File: config.mk
export PLATFORM = sky130hd
export DESIGN_NAME = mem_port_arbiter
export DESIGN_NICKNAME = d
export VERILOG_FILES = /design/src/rtl/mem_port_arbiter.sv
export SDC_FILE = /design/constraint.sdc
export NUM_CORES = 1
export LEC_CHECK = 0
export BUFFER_PORTS_ARGS = -buffer_cell sky130_fd_sc_hd__buf_2
export CAP_MARGIN = 25
export CORE_ASPECT_RATIO = 0.75
export CORE_MARGIN = 4
export CORE_UTILIZATION = 35
export CTS_CLUSTER_DIAMETER = 120
export DETAILED_ROUTE_END_ITERATION = 10
export PLACE_DENSITY = 0.61
export SLEW_MARGIN = 0
export SYNTH_ARGS = -nofsm -noshare
export SYNTH_HDL_FRONTEND = slang
export SYNTH_SLANG_ARGS = --single-unit
File: constraint.sdc
create_clock -name clk -period 2.15 [get_ports clk]
set_clock_uncertainty 0.15 [all_clocks]
set_input_delay 0.215 -clock clk [delete_from_list [all_inputs] [get_ports clk]]
set_output_delay 0.215 -clock clk [all_outputs]
set_load 0.03 [all_outputs]
File: src/rtl/mem_port_arbiter.sv
// Arbitrates instruction fetch and data accesses onto one fixed-latency memory port.
// Define ARB_PERF_CNT_EN to add grant and stall performance counters.
module mem_port_arbiter #(
   parameter int MEM_LAT      = 2,
   parameter int STARVE_LIMIT = 4
) (
   input  logic        clk,
   input  logic        rst_n,
   input  logic        if_req,
   input  logic [31:0] if_addr,
   output logic        if_valid,
   output logic [31:0] if_rdata,
   input  logic        d_req,
   input  logic        d_we,
   input  logic [2:0]  d_op,
   input  logic [31:0] d_addr,
   input  logic [31:0] d_wdata,
   output logic        d_valid,
   output logic [31:0] d_rdata,
   output logic        mem_en,
   output logic        mem_we,
   output logic [2:0]  mem_op,
   output logic [31:0] mem_addr,
   output logic [31:0] mem_wdata,
   input  logic [31:0] mem_rdata,
   output logic        stall,
   output logic [1:0]  dbg_state
`ifdef ARB_PERF_CNT_EN
   ,
   output logic [31:0] perf_if_grants,
   output logic [31:0] perf_d_grants,
   output logic [31:0] perf_stall_cycles
`endif
);

   typedef enum logic [1:0] {
      IDLE    = 2'd0,
      IF_BUSY = 2'd1,
      D_BUSY  = 2'd2
   } state_t;

   localparam logic [2:0] LAT  = 3'(MEM_LAT);
   localparam logic [3:0] SLIM = 4'(STARVE_LIMIT);

   state_t      state, state_nxt;
   logic [2:0]  lat_cnt;
   logic [3:0]  starve;
   logic [31:0] acc_addr, acc_wdata;
   logic        acc_we;
   logic [2:0]  acc_op;
   logic        grant_if, grant_d, done;
   logic        unused_addr_bits;

   assign unused_addr_bits = &{1'b0, if_addr[1:0]};
   assign dbg_state        = state;

   always_ff @(posedge clk or negedge rst_n) begin
      if (!rst_n) state <= IDLE;
      else        state <= state_nxt;
   end

   // Grants happen only from IDLE; a busy access always runs to completion.
   always_comb begin
      grant_if  = 1'b0;
      grant_d   = 1'b0;
      done      = 1'b0;
      state_nxt = state;
      case (state)
         IDLE: begin
            if (if_req && (!d_req || starve == SLIM)) begin
               grant_if  = 1'b1;
               state_nxt = IF_BUSY;
            end else if (d_req) begin
               grant_d   = 1'b1;
               state_nxt = D_BUSY;
            end
         end
         IF_BUSY, D_BUSY: begin
            if (lat_cnt == LAT) begin
               done      = 1'b1;
               state_nxt = IDLE;
            end
         end
         default: state_nxt = IDLE;
      endcase
   end

   always_comb begin
      mem_en    = (state != IDLE) && (lat_cnt == 3'd0);
      mem_we    = mem_en & acc_we;
      mem_op    = mem_en ? acc_op    : 3'b000;
      mem_addr  = mem_en ? acc_addr  : 32'd0;
      mem_wdata = mem_en ? acc_wdata : 32'd0;
      stall     = (if_req & ~if_valid) | (d_req & ~d_valid);
   end

   always_ff @(posedge clk or negedge rst_n) begin
      if (!rst_n) begin
         acc_addr  <= '0;
         acc_wdata <= '0;
         acc_we    <= 1'b0;
         acc_op    <= 3'b000;
         lat_cnt   <= 3'd0;
         starve    <= 4'd0;
         if_valid  <= 1'b0;
         d_valid   <= 1'b0;
         if_rdata  <= '0;
         d_rdata   <= '0;
      end else begin
         if (grant_if) begin
            acc_addr  <= {if_addr[31:2], 2'b00};
            acc_wdata <= '0;
            acc_we    <= 1'b0;
            acc_op    <= 3'b010;
         end else if (grant_d) begin
            acc_addr  <= d_addr;
            acc_wdata <= d_wdata;
            acc_we    <= d_we;
            acc_op    <= d_op;
         end
         lat_cnt  <= (state == IDLE) ? 3'd0 : lat_cnt + 3'd1;
         if_valid <= done && (state == IF_BUSY);
         d_valid  <= done && (state == D_BUSY);
         if (done && state == IF_BUSY) if_rdata <= mem_rdata;
         if (done && state == D_BUSY)  d_rdata  <= acc_we ? 32'd0 : mem_rdata;
         // Saturating count of data wins taken while a fetch was waiting.
         if (grant_if)                                 starve <= 4'd0;
         else if (grant_d && if_req && starve != SLIM) starve <= starve + 4'd1;
      end
   end

`ifdef ARB_PERF_CNT_EN
   always_ff @(posedge clk or negedge rst_n) begin
      if (!rst_n) begin
         perf_if_grants    <= '0;
         perf_d_grants     <= '0;
         perf_stall_cycles <= '0;
      end else begin
         perf_if_grants    <= perf_if_grants    + {31'd0, grant_if};
         perf_d_grants     <= perf_d_grants     + {31'd0, grant_d};
         perf_stall_cycles <= perf_stall_cycles + {31'd0, stall};
      end
   end
`endif

endmodule

==> results.cfg <==
[status]
status = complete, but fails checks
violations = negative setup slack

[finish]
final_common_cell = buf_2
nets = 1073
final_core_util_pct = 59.10
finalNonFillerCells = 1186
most-common-layout-cells = buf_2 (201), dfrtp_1 (143), dlygate4sd3_1 (101)
area_delta_synth_final_pct = 63.16
drive_gt1_share_pct = 46.71
design_area_mm2 = 0.01059

[sta]
final_max_slew_viol_count = 0
slew_headroom_pct = 60.25
hold-worst-slack_ns = 0.03014
setup-tns-final_ns = -3.988
worst_slack_ns = -0.09037
fin_crit_sh_pct = 104.2
final.min_clock_period_ns = 2.240
rsz0062_at_grt = true
worst_slew_pin_slew_ns = 0.5955
final_hold_viol_count = 0
fmax_mhz = 446.4
finalSetupViolCount = 65

[logic_synthesis]
syn_avg_cell_area_um2 = 11.89
yosysSeqAreaShare_pct = 55.13
syn_inst = 546
ys_types = 38
yosys_warnings = 0
synth_edf_count = 0
async_flop_share_pct = 100.0
synth_fp_nets = 690
ys_ff_latch = 143
synth_flop_cell = dfrtp_1
syn-cell-area_mm2 = 0.006491

[clock_network]
cts_tree = built
htree_levels = 4
path_clk_slew_ns = 0.06
clock_path_buffers = 2
insertion_delay_ns = 0.41
cts_sinks = 143
cts_root_buf = clkbuf_16
numCtsBuffers = 17

[detailed_routing]
post_drt_wl_per_cell_um = 18.42
highest-signal-layer = met4
ant_nets = 0
drc = 0
drt-met1-wl_mm = 9.360
num_vias = 5901
met2_length_mm = 10.37
dr_wl_met3_mm = 1.421
routed_wl_mm = 21.85
drtPass1Iterations = 5
vias_per_cell = 4.976
drt-initial-drc-count = 278

[global_route]
grt_pass1_wl_mm = 34.08
grt_antenna_before_repair = 2
grt_max_degree = 65
grt_pass1_vias = 6282
gr-usage-all-layers_pct = 20.60
overflow = 0

[floorplan]
rows = 42
num_io_pins = 274
fp.dieW_um = 165.3
start_util_pct = 36.22
die_y_um = 125.9
die_area_mm2 = 0.02081
core_area_mm2 = 0.01792

[place]
dp_cells = 1033
dp_hpwl_mm = 13.22
placed_cell_area_mm2 = 0.008209
place.gp.congestion = 0.7897
numPortBuffers = 271

[worst_setup_path]
crit_top_cell = buf_6
crit_slowest_cell = dfrtp_1
critPathKind = flop to output pin
cp-end-kind = output pin
worstSetupStartpointType = flop
path_max_fanout = 8
required_ns = 1.78
path_cells = inv_2, ha_4, nor3b_4, buf_6, buf_12, buf_16, and2_4, buf_6
cpPeakStageDelay_ns = 0.36
cp.arrival_ns = 1.88

[worst_hold_path]
hold_path.class = input pin to flop

[pwr]
powerDensity_mw_per_mm2 = 1606
ir_drop_v = 0.0007972
p_leak_nw = 5.171

[job]
maxCapViolations = 0
==> Yosys cell counts (all sizes together), types with 2 or more instances <==
cell type	count	area share [%]
dfrtp	143	55
and2	68	6.6
nand2	38	2.2
a22o	37	5.0
o21ai	35	2.8
nand2b	34	3.3
mux2	32	5.6
a221o	30	4.6
o2111a	30	5.2
buf	28	2.8
clkbuf	21	1.3
inv	15	0.87
ha	8	1.5
a21oi	3	0.29
nor2	3	0.17
o22ai	3	0.29
a22oi	2	0.23
a31oi	2	0.19
nand3	2	0.15
nand4b	2	0.50
==> power breakdown <==
part	total, mW	switching, mW	leakage, nW	internal [mW]
sequential	4.75	0.744	1.74	4.00
clock	3.17	1.19	0.300	1.98
combinational	9.10	5.10	3.13	4.00
total	17.0	7.03	5.17	9.98
==> stage by stage <==
| stage | total power, mW | worst slack, ns |
|---|---|---|
| after floorplan | 9.641 | -0.02259 |
| after global placement | 11.93 | 0.1394 |
| after detailed placement | 11.99 | 0.1057 |
| after CTS | 16.89 | -0.08884 |
| after global routing | 17.87 | -0.1856 |
| final | 17.01 | -0.09037 |
==> cell families (layout without fill, tap and decap cells) <==
group	Yosys count	in the layout	share of synthesized area (%)
other	0	2	0
buffers and inverters	64	460	4.877
AND/OR/NAND/NOR	152	152	13.69
adder cells (fa/ha/maj)	8	8	1.542
multiplexers	32	32	5.551
XOR/XNOR	1	1	0.1350
AO/OA/AOI/OAI	146	146	19.08
flip-flops	143	143	55.13
==> worst max-delay path: cells and delay by family (launching register included) <==
kind | cells | cell delay, ns
buf+inv | 5 | 0.59
fa+ha+maj | 1 | 0.17
flops | 1 | 0.36
simple gates | 2 | 0.34
==> state kept, by name, indices dropped and copies added, names as in the netlist <==
name and count:
lat_cnt 3, if_rdata 32, d_rdata 32, acc_wdata 32, acc_we 1, dbg_state 2, acc_addr 32, starve 4
acc_op 3, if_valid 1, d_valid 1
==> final timing paths <==
check                        startpoint            end  slack (ns)  cells after the start
max reg2reg                dbg_state[0]   acc_addr[23]        0.14                      8
min in group asynchronous         rst_n   acc_wdata[6]        0.18                      2
min reg2reg                  d_rdata[9]     d_rdata[9]        0.32                      2
max in group asynchronous         rst_n   acc_addr[21]        0.97                      3
max                        dbg_state[0]  mem_wdata[22]       -0.09                      8
min                          d_addr[18]   acc_addr[18]        0.03                      3
==> what timing repair did <==
| item | CTS | global route |
|---|---|---|
| hold buffers | 101 | 0 |
| gates resized for setup | 161 | 7 |
| gates cloned | 4 | 0 |
| setup buffers | 12 | 2 |
| hold endpoints to repair | 179 | 0 |
| setup endpoints to repair | 69 | 69 |
| pin swaps | 34 | 0 |
==> final cells by class <==
type,instances,area [um^2]
clock buffers,19,442.9
clock inverters,13,187.7
multi-input cells,339,2746
diodes,2,5.005
fillers,1439,7328
flip-flops and latches,143,3578
well taps,242,302.8
inverters,15,56.30
repair buffers,413,3272
==> per-layer routing <==
layer / vias to the layer above / track usage (%)
met5: - / 0
met4: 0 / 8.557
met3: 52 / 5.421
met2: 239 / 33.16
met1: 2871 / 26.33
li1: 2739 / -
(Power assumes the default switching activity.)
